`src/rtl/imem_loader_if.sv`:
```
// Byte-stream input and instruction-memory write port of the loader.
// The slave modport is the loader side.
interface imem_loader_if #(
  parameter int ADDR_W = 10
);
  logic              byte_valid;
  logic [7:0]        byte_data;
  logic              byte_ready;
  logic              mem_we;
  logic [ADDR_W-1:0] mem_waddr;
  logic [31:0]       mem_wdata;

  modport slave (
    input  byte_valid,
    input  byte_data,
    output byte_ready,
    output mem_we,
    output mem_waddr,
    output mem_wdata
  );

  modport master (
    output byte_valid,
    output byte_data,
    input  byte_ready,
    input  mem_we,
    input  mem_waddr,
    input  mem_wdata
  );
endinterface

```
`src/rtl/imem_loader.sv`:
```
// Packs an MSB-first byte stream into 32-bit words and writes them
// into the instruction memory, holding the CPU while loading.
module imem_loader #(
  parameter int ADDR_W        = 10,
  parameter int DEPTH         = 1024,
  parameter bit HOLD_AT_RESET = 1'b0
) (
  input  logic              clk,
  input  logic              rst_n,
  input  logic              start,
  input  logic [ADDR_W-1:0] start_addr,
  input  logic [ADDR_W:0]   word_count,
  imem_loader_if.slave      bus,
  output logic              cpu_hold,
  output logic              busy,
  output logic              done,
  output logic              error,
  output logic [31:0]       checksum,
  output logic [ADDR_W:0]   words_written
);

  typedef enum logic [2:0] {
    S_IDLE,
    S_RECV,
    S_WRITE,
    S_DONE,
    S_ERR
  } state_t;

  localparam logic [ADDR_W+1:0] DEPTH_W = (ADDR_W+2)'(DEPTH);

  state_t            state_q, state_d;
  logic [1:0]        cnt_q, cnt_d;
  logic [31:0]       word_q, word_d;
  logic [ADDR_W-1:0] addr_q, addr_d;
  logic [ADDR_W:0]   wc_q, wc_d;
  logic [ADDR_W:0]   ww_q, ww_d;
  logic [31:0]       csum_q, csum_d;
  logic              we_q, we_d;
  logic              hold_q, hold_d;

  logic [ADDR_W+1:0] end_addr;
  logic [ADDR_W:0]   ww_inc;
  logic              idle_like;

  assign end_addr  = {2'b00, start_addr} + {1'b0, word_count};
  assign ww_inc    = ww_q + 1'b1;
  assign idle_like = (state_q == S_IDLE) || (state_q == S_DONE)
                  || (state_q == S_ERR);

  always_comb begin
    state_d = state_q;
    cnt_d   = cnt_q;
    word_d  = word_q;
    addr_d  = addr_q;
    wc_d    = wc_q;
    ww_d    = ww_q;
    csum_d  = csum_q;
    we_d    = 1'b0;
    hold_d  = hold_q;

    if (idle_like && start) begin
      cnt_d  = 2'd0;
      csum_d = 32'h0;
      ww_d   = '0;
      addr_d = start_addr;
      wc_d   = word_count;
      unique case (1'b1)
        (word_count == '0): begin
          state_d = S_DONE;
          hold_d  = 1'b0;
        end
        (end_addr > DEPTH_W): begin
          state_d = S_ERR;
          hold_d  = 1'b1;
        end
        default: begin
          state_d = S_RECV;
          hold_d  = 1'b1;
        end
      endcase
    end else if (state_q == S_RECV) begin
      if (bus.byte_valid) begin
        // shifting left puts the first byte in [31:24]
        word_d = {word_q[23:0], bus.byte_data};
        cnt_d  = cnt_q + 2'd1;
        if (cnt_q == 2'd3) begin
          state_d = S_WRITE;
          we_d    = 1'b1;
        end
      end
    end else if (state_q == S_WRITE) begin
      csum_d = csum_q ^ word_q;
      ww_d   = ww_inc;
      addr_d = addr_q + 1'b1;
      cnt_d  = 2'd0;
      if (ww_inc == wc_q) begin
        state_d = S_DONE;
        hold_d  = 1'b0;
      end else begin
        state_d = S_RECV;
      end
    end
  end

  always_ff @(posedge clk or negedge rst_n) begin
    if (!rst_n) begin
      state_q <= S_IDLE;
      cnt_q   <= 2'd0;
      word_q  <= 32'h0;
      addr_q  <= '0;
      wc_q    <= '0;
      ww_q    <= '0;
      csum_q  <= 32'h0;
      we_q    <= 1'b0;
      hold_q  <= HOLD_AT_RESET;
    end else begin
      state_q <= state_d;
      cnt_q   <= cnt_d;
      word_q  <= word_d;
      addr_q  <= addr_d;
      wc_q    <= wc_d;
      ww_q    <= ww_d;
      csum_q  <= csum_d;
      we_q    <= we_d;
      hold_q  <= hold_d;
    end
  end

  assign bus.byte_ready = (state_q == S_RECV);
  assign bus.mem_we     = we_q;
  assign bus.mem_waddr  = addr_q;
  assign bus.mem_wdata  = word_q;
  assign busy           = (state_q == S_RECV) || (state_q == S_WRITE);
  assign done           = (state_q == S_DONE);
  assign error          = (state_q == S_ERR);
  assign cpu_hold       = hold_q;
  assign checksum       = csum_q;
  assign words_written  = ww_q;

endmodule

```
`src/flat_wrapper.sv`:
```
// flat-port wrapper written by rule: the top's interface ports become plain ports
module imem_loader_flat 
#(
  parameter int ADDR_W        = 10,
  parameter int DEPTH         = 1024,
  parameter bit HOLD_AT_RESET = 1'b0
)
  (clk, rst_n, start, start_addr, word_count, cpu_hold, busy, done, error, checksum, words_written, bus_byte_valid, bus_byte_data, bus_byte_ready, bus_mem_we, bus_mem_waddr, bus_mem_wdata);
  imem_loader_if #(.ADDR_W(ADDR_W)) bus_i ();
  input  logic clk;
  input  logic rst_n;
  input  logic start;
  input  logic [ADDR_W-1:0] start_addr;
  input  logic [ADDR_W:0] word_count;
  output logic cpu_hold;
  output logic busy;
  output logic done;
  output logic error;
  output logic [31:0] checksum;
  output logic [ADDR_W:0] words_written;
  input wire logic [$bits(bus_i.byte_valid)-1:0] bus_byte_valid;
  input wire logic [$bits(bus_i.byte_data)-1:0] bus_byte_data;
  output wire logic [$bits(bus_i.byte_ready)-1:0] bus_byte_ready;
  output wire logic [$bits(bus_i.mem_we)-1:0] bus_mem_we;
  output wire logic [$bits(bus_i.mem_waddr)-1:0] bus_mem_waddr;
  output wire logic [$bits(bus_i.mem_wdata)-1:0] bus_mem_wdata;
  assign bus_i.byte_valid = bus_byte_valid;
  assign bus_i.byte_data = bus_byte_data;
  assign bus_byte_ready = bus_i.byte_ready;
  assign bus_mem_we = bus_i.mem_we;
  assign bus_mem_waddr = bus_i.mem_waddr;
  assign bus_mem_wdata = bus_i.mem_wdata;
  imem_loader #(.ADDR_W(ADDR_W), .DEPTH(DEPTH), .HOLD_AT_RESET(HOLD_AT_RESET)) u_core (.clk(clk), .rst_n(rst_n), .start(start), .start_addr(start_addr), .word_count(word_count), .bus(bus_i), .cpu_hold(cpu_hold), .busy(busy), .done(done), .error(error), .checksum(checksum), .words_written(words_written));
endmodule
```
`config.mk`:
```
export PLATFORM = sky130hd
export DESIGN_NAME = imem_loader_flat
export DESIGN_NICKNAME = d
export VERILOG_FILES = /design/src/rtl/imem_loader_if.sv /design/src/rtl/imem_loader.sv /design/src/flat_wrapper.sv
export SDC_FILE = /design/constraint.sdc
export NUM_CORES = 1
export LEC_CHECK = 0
export CAP_MARGIN = 20
export CORE_UTILIZATION = 51
export DETAILED_ROUTE_END_ITERATION = 8
export PLACE_DENSITY = 0.78
export SYNTH_ARGS = -nofsm -noshare
export SYNTH_HDL_FRONTEND = slang
export SYNTH_SLANG_ARGS = --single-unit
```
`constraint.sdc`:
```
create_clock -name clk -period 2.2 [get_ports clk]
set_input_delay 0.44 -clock clk [delete_from_list [all_inputs] [get_ports clk]]
set_output_delay 0.44 -clock clk [all_outputs]
set_load 0.01 [all_outputs]
```
# ---- Word-level counts from Yosys, hierarchy flattened
# Cells that the tools add are included.
# Widths: inputs -> output; s select.
dict set report op_classes {
  add_sub_neg 4
  n_bitwise 2
  reduce_logical 14
  n_lt_le_gt_ge 1
  eq_ne 9
  mux 29
}
# op n
set op_table {}
lappend op_table {{$mux 32} 3}
lappend op_table {{$mux 11} 3}
lappend op_table {{$xor 32x32->32} 1}
lappend op_table {{$mux 10} 3}
lappend op_table {{$mux 3} 5}
lappend op_table {{$add 10x11->12} 1}
lappend op_table {{$gt 12x11->1 const B} 1}
lappend op_table {{$add 11x1->11 const B} 1}
lappend op_table {{$eq 11x11->1} 1}
lappend op_table {{$logic_not 11->1} 1}
lappend op_table {{$add 10x1->10 const B} 1}
lappend op_table {{$mux 2} 5}
lappend op_table {{$mux 1} 9}
lappend op_table {{$reduce_and 3->1} 3}
lappend op_table {{$eq 3x2->1 const B} 2}
lappend op_table {{$pmux 3 s2} 1}
lappend op_table {{$reduce_and 2->1} 2}
lappend op_table {{$reduce_bool 2->1} 2}
lappend op_table {{$eq 3x1->1 const B} 1}
lappend op_table {{$eq 3x3->1 const B} 1}
lappend op_table {{$logic_not 3->1} 1}
lappend op_table {{$logic_or 1x1->1} 3}
lappend op_table {{$ne 3x1->1 const B} 1}
lappend op_table {{$ne 3x2->1 const B} 1}
lappend op_table {{other kinds (6)} 6}
dict set report totals {
  out_inout_bits 91
  reg_bits 103
  input_bits 33
  wordCells 68
}

# ---- Logic depth before layout (Yosys ltp)
# Gate-level depths: netlist of run 1.
dict set report logic_depth {
  depth_word 6
  ltp_mapped 9
  mapped_depth_nobuf 9
}

# ---- Least setup slack after synthesis of run 1
# Ideal clock, no wire load.
dict set report synth_timing {
  kind {input port to flip-flop}
  from {in start_addr[4]}
  to {reg u_core.state_q[0]}
  stages 8
  required_ns 2.106
  setup_time_ns 0.094
  n_path_buf 1
  slack_ns -0.109
  arrival_ns 2.216
  cell_sequence {ha_1 > buf_6 > a21o_1 > or4_4 > o2111a_1 > a211oi_2 > nor2_1 > a221oi_2}
}
dict set report synth_via {
  elab_chain_cells 4
}
# element line_no
set synth_lines {}
lappend synth_lines {{start, declared} flat_wrapper.sv:13} ;# input logic [ADDR_W-1:0] start_addr;
lappend synth_lines {{$add 10x11->12} imem_loader.sv:46} ;# assign end_addr = {2'b00, start_addr} + {1'b0, word_count};
lappend synth_lines {{$gt 12x11->1} imem_loader.sv:73} ;# (end_addr > DEPTH_W): begin
lappend synth_lines {{$pmux 3 s2} imem_loader.sv:68} ;# unique case (1'b1)
lappend synth_lines {{$mux 3} imem_loader.sv:62} ;# if (idle_like && start) begin
lappend synth_lines {{end signal, assigned} imem_loader.sv:118} ;# state_q <= state_d;
lappend synth_lines {{end, declared} imem_loader.sv:32} ;# state_t state_q, state_d;
# Every way passes these cells.
# A chain may end at the register's enable or synchronous reset.

# ---- Worst setup path in the final report of run 1
dict set report layout_timing {
  from {reg u_core.ww_q[1] (netlist: u_core.words_written[1])}
  to {reg u_core.hold_q (netlist: u_core.cpu_hold)}
}
dict set report layout_via {
  elab_chain_cells 4
}
# element line_no
set layout_lines {}
lappend layout_lines {{start, declared} imem_loader.sv:37} ;# logic [ADDR_W:0] ww_q, ww_d;
lappend layout_lines {{start signal, assigned} imem_loader.sv:123} ;# ww_q <= ww_d;
lappend layout_lines {{$add 11x1->11} imem_loader.sv:47} ;# assign ww_inc = ww_q + 1'b1;
lappend layout_lines {{$eq 11x11->1} imem_loader.sv:97} ;# if (ww_inc == wc_q) begin
lappend layout_lines {{$reduce_bool 2->1 (no line)} --}
lappend layout_lines {{$reduce_and 3->1 (no line)} --}
lappend layout_lines {{end signal, assigned} imem_loader.sv:126} ;# hold_q <= hold_d;
lappend layout_lines {{end, declared} imem_loader.sv:40} ;# logic hold_q, hold_d;
# Every way passes these cells.

==> impl_metrics.yaml, run 1 <==
sta:
  rsz0062_at_grt: "yes"
  worst_hold_slack_ps: 49.0
  post-route-period-util_pct: 99.3
  clock_skew_ps: 12.1
  fmax_mhz: 458
  hold_violations: 0
  maxSlewViolCount: 0
  setup_viol: 0
  worstMarginPinSlew_ps: 598
  timing.setup.tns_ps: 0
  fin_crit_ps: 2180
  slew_headroom_pct: 60.1
power_and_ir_drop:
  p_leak_nw: 3.29
  power_frac_clock_pct: 12.3
  p_seq_share_pct: 39.0
  p_comb_share_pct: 48.6
  switching_share_pct: 38.0
  vdd_drop_max_uv: 1080
  p_int_mw: 5.67
  switchingPower_mw: 3.47
  power_density_mw_per_mm2: 1230
critical_path:
  start_kind: "flop"
  endpoint_kind: "flop"
  arrival_ps: 2460
  path_max_fanout: 4
  critical_path_class: "reg2reg"
  required_ps: 2470
  worst_r2r_path_depth: 7
final_layout:
  drive_above_1_share_pct: 20.3
  nets: 757
  fillCellCount: 747
  n_antenna_cell: 0
  area_delta_synth_final_pct: 38.1
  multiInputGateArea_sq_mm: 0.00275
  seqCellArea_sq_mm: 0.00258
clock_network:
  path_clk_slew_ps: 100
  hold_buffers: 0
  root_buffer: "clkbuf_8"
  htree_num_levels: 3
  cts_tree: "yes"
  clock_path_buffers: 2
  clock-sinks: 103
  clk_latency_ps: 390
  numCtsBuffers: 9
place:
  hpwl_um: 9830
  io_buffer_count: 123
  place_congestion: 0.923
floorplanning:
  rows: 37
  start_util_pct: 52.2
  die_h_um: 105
  dieArea_sq_mm: 0.0109
  fp.dieW_um: 105
  coreArea_sq_mm: 0.0103
  pin_count: 124
synth:
  yosys_warnings: 0
  synthCells: 546
  syn-num-nets: 593
  syn_area_sq_mm: 0.00536
  synth_edf_count: 0
  synthArstFlopShare_pct: 100
  synth-seq-cells: 103
  seq_area_frac_synth_pct: 48.1
  yosysUniqueCellTypes: 61
  ys.flop_type: "dfrtp_1"
  syn_area_per_cell_sq_um: 9.82
global_route:
  grt_pass1_vias: 4837
  antenna_found_initial: 0
  grt_pass1_wl_um: 23500
  grt_max_degree: 104
  overflow: 0
  grt_usage_pct: 27.3
run:
  drv_cap: 0
routing:
  drtIter0Drc: 227
  drcViolationCount: 0
  routed_wl_um: 14100
  vias: 4698
  wl_per_cell_um: 16.6
  drt_first_pass_iters: 5
  ant_nets: 0
  routed_via_density: 5.52
outcome:
  outcome: "finished, final reports clean"
hold_path:
  min_path_type: "in2async"
-- cell usage in the layout, fill, tap and decap left out, types with 4 or more instances in the layout --
master           count
a21oi_1             14
a31oi_1              8
and3_1               7
buf_4               53
clkbuf_8             9
clkdlybuf4s50_1    105
dfrtp_1             99
dfrtp_2              4
dlygate4sd2_1       13
ha_1                 6
ha_2                 4
inv_1               13
mux2_2              33
nand2_1             96
nand3_1             15
nand4_1              6
nor2_1              46
nor4_1               4
o211ai_1             4
o21ai_0             30
o41ai_1              4
xnor2_1              9
xor2_1              43
-- cells in the mapped netlist, types with 2 or more instances --
library cell / count / area (sq um)
dfrtp_1: 103 / 2580
nand2_1: 96 / 360
nor2_1: 47 / 176
xor2_1: 43 / 377
mux2_2: 33 / 372
o21ai_0: 31 / 155
clkbuf_1: 16 / 60.1
nand3_1: 15 / 75.1
a21oi_1: 14 / 70.1
inv_1: 14 / 52.6
ha_1: 13 / 163
xnor2_1: 10 / 87.6
a31oi_1: 8 / 50.1
and3_1: 7 / 43.8
buf_2: 7 / 35.0
nand4_1: 6 / 37.5
a211oi_1: 4 / 30.0
nor3_1: 4 / 20.0
nor4_1: 4 / 25.0
o211ai_1: 4 / 30.0
o41ai_1: 4 / 35.0
a21o_1: 3 / 22.5
a41oi_1: 3 / 26.3
nand2b_1: 3 / 18.8
nor2b_1: 3 / 18.8
nor3b_1: 3 / 22.5
o31ai_1: 3 / 22.5
and2_1: 2 / 12.5
and2b_1: 2 / 15.0
and4_1: 2 / 17.5
buf_4: 2 / 15.0
buf_6: 2 / 22.5
mux2i_1: 2 / 20.0
o211a_1: 2 / 20.0
o21ai_1: 2 / 10.0
o22ai_1: 2 / 12.5
or2_2: 2 / 12.5
or3_1: 2 / 12.5
-- kinds of logic after synthesis --
| kind of cell | synth area share [%] |
|---|---|
| DFF | 48.1 |
| buffers and inverters | 3.45 |
| muxes | 7.30 |
| xor gates and xnor gates | 8.65 |
| and+or+nand+nor | 17.9 |
| adders and majority gates | 3.41 |
| AOI/OAI and AO/OA | 11.2 |
-- stage by stage --
stage | util, % | power, mW | setup slack (ps) | instance area [sq um] | std cells
2_1_floorplan | - | 5.52 | -21.5 | 5380 | 546
3_3_place_gp | 68.9 | 7.72 | -599 | 7080 | 830
3_5_place_dp | 68.9 | 7.86 | -729 | 7080 | 830
4_1_cts | 71.5 | 9.08 | 2.35 | 7340 | 849
5_1_grt | 72.1 | 9.75 | -59.9 | 7410 | 851
6_report | 72.1 | 9.14 | 16.2 | 7410 | 851
-- what timing repair did --
action                     CTS  global route
setup buffers                3             2
setup endpoints to repair    6             5
pin swaps                   16            16
gates resized for setup     38            17
-- power groups by stage --
stage               clock, mW  combinational, mW  sequential, mW
floorplan                   0               1.78            3.74
global placement            0               4.22            3.50
detailed placement          0               4.30            3.55
CTS                      1.16               4.38            3.54
global route             1.24               4.83            3.68
finish                   1.13               4.45            3.57
-- critical path: stages, from the launching register on --
cell	delay, ps
dfrtp_2	430
buf_4	130
and4_4	260
a21oi_1	80
or4b_4	540
nor4_4	330
nand4_1	120
a31o_1	190
-- sequential cells by signal (all words and copies together), names as in the netlist --
signal	flops
u_core.state_q	3
u_core.words_written	11
u_core.cpu_hold	1
u_core.checksum	32
u_core.cnt_q	2
u_core.bus.mem_waddr	10
u_core.bus.mem_we	1
u_core.bus.mem_wdata	32
u_core.wc_q	11
-- layer usage --
metal	global-route usage [%]	part of all wire, %	vias up
li1	-	-	2225
met1	33.8	43	2290
met2	44.8	49	152
met3	8.05	6.0	31
met4	10.8	2.5	0
met5	0	0	-
-- area by class of cell --
cell class / count / area share (%)
clock buffer: 11 / 1.77
clock inverter: 5 / 0.608
inverter: 14 / 0.709
multi-input combinational: 402 / 37.1
sequential: 103 / 34.9
tap: 136 / 2.30
timing repair buffer: 180 / 22.6
-- path summary, 6_finish.rpt --
kind | from | slack, ps | end
min | rst_n | 50 | u_core.words_written[0]$_DFFE_PN0P_
max reg2reg | u_core.words_written[1]$_DFFE_PN0P_ | 20 | u_core.cpu_hold$_DFFE_PN0P_
min reg2reg | u_core.wc_q[5]$_DFFE_PN0P_ | 500 | u_core.wc_q[5]$_DFFE_PN0P_
max in group asynchronous | rst_n | 1650 | u_core.state_q[1]$_DFFE_PN0P_
max | u_core.words_written[1]$_DFFE_PN0P_ | 20 | u_core.cpu_hold$_DFFE_PN0P_
min in group clk | start_addr[0] | 300 | u_core.bus.mem_waddr[0]$_DFFE_PN0P_
Note: power is estimated with default switching activity, not from simulation.
==> run 2, diff against run 1 <==
CAP_MARGIN = not set   (was 20)
==> results of run 2 <==
Same layout as run 1: the final DEF is identical, and so are final timing and power.
==> run 3, diff against run 2 <==
CORE_ASPECT_RATIO = 0.9   (was not set)
==> impl_metrics.yaml, run 3 (synthesis gave the netlist of run 1 again) <==
place:
  hpwl_um: 10400
  place_congestion: 0.852
  placed_cells: 827
  io_buffer_count: 123
sta:
  setup_viol: 0
  maxSlewViolCount: 0
  worst_hold_slack_ps: 38.5
  worstMarginPinSlew_ps: 542
  hold_violations: 0
  slew_headroom_pct: 63.9
  clock_skew_ps: 10.4
  fin_crit_ps: 2180
  post-route-period-util_pct: 99.1
  fmax_mhz: 459
  rsz0062_at_grt: "yes"
critical_path:
  critical_path.cell_chain: "buf_4, and4_4, a21oi_1, or4b_4, nor4_4, nand4_1, a31o_1"
  worst_path_max_delay_cell: "or4b_4"
  path_max_fanout: 8
  endpoint_kind: "flop"
  arrival_ps: 2420
  slowest_delay_ps: 550
  required_ps: 2440
  start_kind: "flop"
  critical_path_class: "reg2reg"
  r2r_slack_ps: 20
global_route:
  grt_usage_pct: 27.2
  antenna_found_initial: 0
  grt_max_degree: 46
  grt_pass1_vias: 4618
  grt_pass1_wl_um: 22800
  overflow: 0
clock_network:
  root_buffer: "clkbuf_16"
  clock_path_buffers: 2
  hold_buffers: 0
  clock-sinks: 103
  htree_num_levels: 3
  cts_tree: "yes"
  clk_latency_ps: 350
  path_clk_slew_ps: 70
  numCtsBuffers: 9
routing:
  drt_first_pass_iters: 5
  drcViolationCount: 0
  wl_per_cell_um: 16.9
  routed_via_density: 5.54
  vias: 4697
  drtIter0Drc: 279
  routed_wl_um: 14300
  ant_nets: 0
outcome:
  outcome: "finished, final reports clean"
power_and_ir_drop:
  power_density_mw_per_mm2: 1270
  vdd_drop_max_uv: 968
  p_leak_nw: 3.35
floorplanning:
  die_h_um: 99.3
  pin_count: 124
  dieArea_sq_mm: 0.0109
  coreArea_sq_mm: 0.0102
  fp.dieW_um: 110
  start_util_pct: 52.3
  rows: 35
hold_path:
  min_path_type: "in2async"
final_layout:
  stdcell_count: 848
  n_antenna_cell: 0
  drive_above_1_share_pct: 20.9
  nets: 761
  final_common_cell: "clkdlybuf4s50_1"
  final_cell_mix: "clkdlybuf4s50_1 (106), dfrtp_1 (99), nand2_1 (96)"
  area_delta_synth_final_pct: 40.9
run:
  drv_cap: 0
run 3: repair_timing:
action / in CTS / in global routing
gates resized for setup: 34 / 20
setup buffers: 3 / 2
endpoints found under the setup margin: 4 / 7
pin swaps: 15 / 19
run 3: per-stage QoR:
step / utilization (%) / setup TNS, ps / setup WS (ps) / power (mW) / instance area [sq um]
final: 73.8 / 0 / 19.9 / 9.62 / 7560
after CTS: 72.8 / 0 / 3.05 / 9.51 / 7460
after global routing: 73.8 / -252 / -113 / 10.2 / 7560
after global placement: 69.5 / -1250 / -634 / 7.73 / 7120
after detailed placement: 69.5 / -1500 / -750 / 7.91 / 7120
after floorplan: - / -21.6 / -21.5 / 5.52 / 5380
run 3: worst paths after layout:
path / from / to / cells after the start
max reg2reg: u_core.words_written[0]$_DFFE_PN0P_ / u_core.cpu_hold$_DFFE_PN0P_ / 7
max in group asynchronous: rst_n / u_core.bus.mem_wdata[22]$_DFFE_PN0P_ / 2
min: rst_n / u_core.words_written[2]$_DFFE_PN0P_ / 1
max: u_core.words_written[0]$_DFFE_PN0P_ / u_core.cpu_hold$_DFFE_PN0P_ / 7
min in group clk: start_addr[0] / u_core.bus.mem_waddr[0]$_DFFE_PN0P_ / 3
min reg2reg: u_core.wc_q[0]$_DFFE_PN0P_ / u_core.wc_q[0]$_DFFE_PN0P_ / 2
run 3: power breakdown:
group	internal, mW	leakage, nW	total [mW]	switching [mW]
Sequential	2.74	1.32	3.62	0.872
Clock	0.792	0.136	1.55	0.760
Combinational	2.50	1.89	4.45	1.95
run 3: metal layers:
| layer | GRT usage (%) | routed length [um] | vias to the layer above |
|---|---|---|---|
| met1 | 37.4 | 6640 | 2292 |
| met5 | 0 | 0 | - |
| met4 | 10.0 | 367 | 0 |
| li1 | - | - | 2222 |
| met3 | 5.50 | 633 | 30 |
| met2 | 42.6 | 6680 | 153 |
run 3: critical path, delay by kind of cell (launching register included):
| kind | cells | cell delay [ps] |
|---|---|---|
| buf+inv | 1 | 180 |
| compound gates | 2 | 270 |
| simple gates | 4 | 1230 |
| flops | 1 | 400 |
run 3: cell type report:
cell class / count / area (sq um)
Multi-Input combinational cell: 402 / 2760
Fill cell: 760 / 2690
Sequential cell: 103 / 2580
Timing Repair Buffer: 184 / 1720
Clock buffer: 9 / 225
Tap cell: 129 / 161
Clock inverter: 7 / 63.8
Inverter: 14 / 52.6
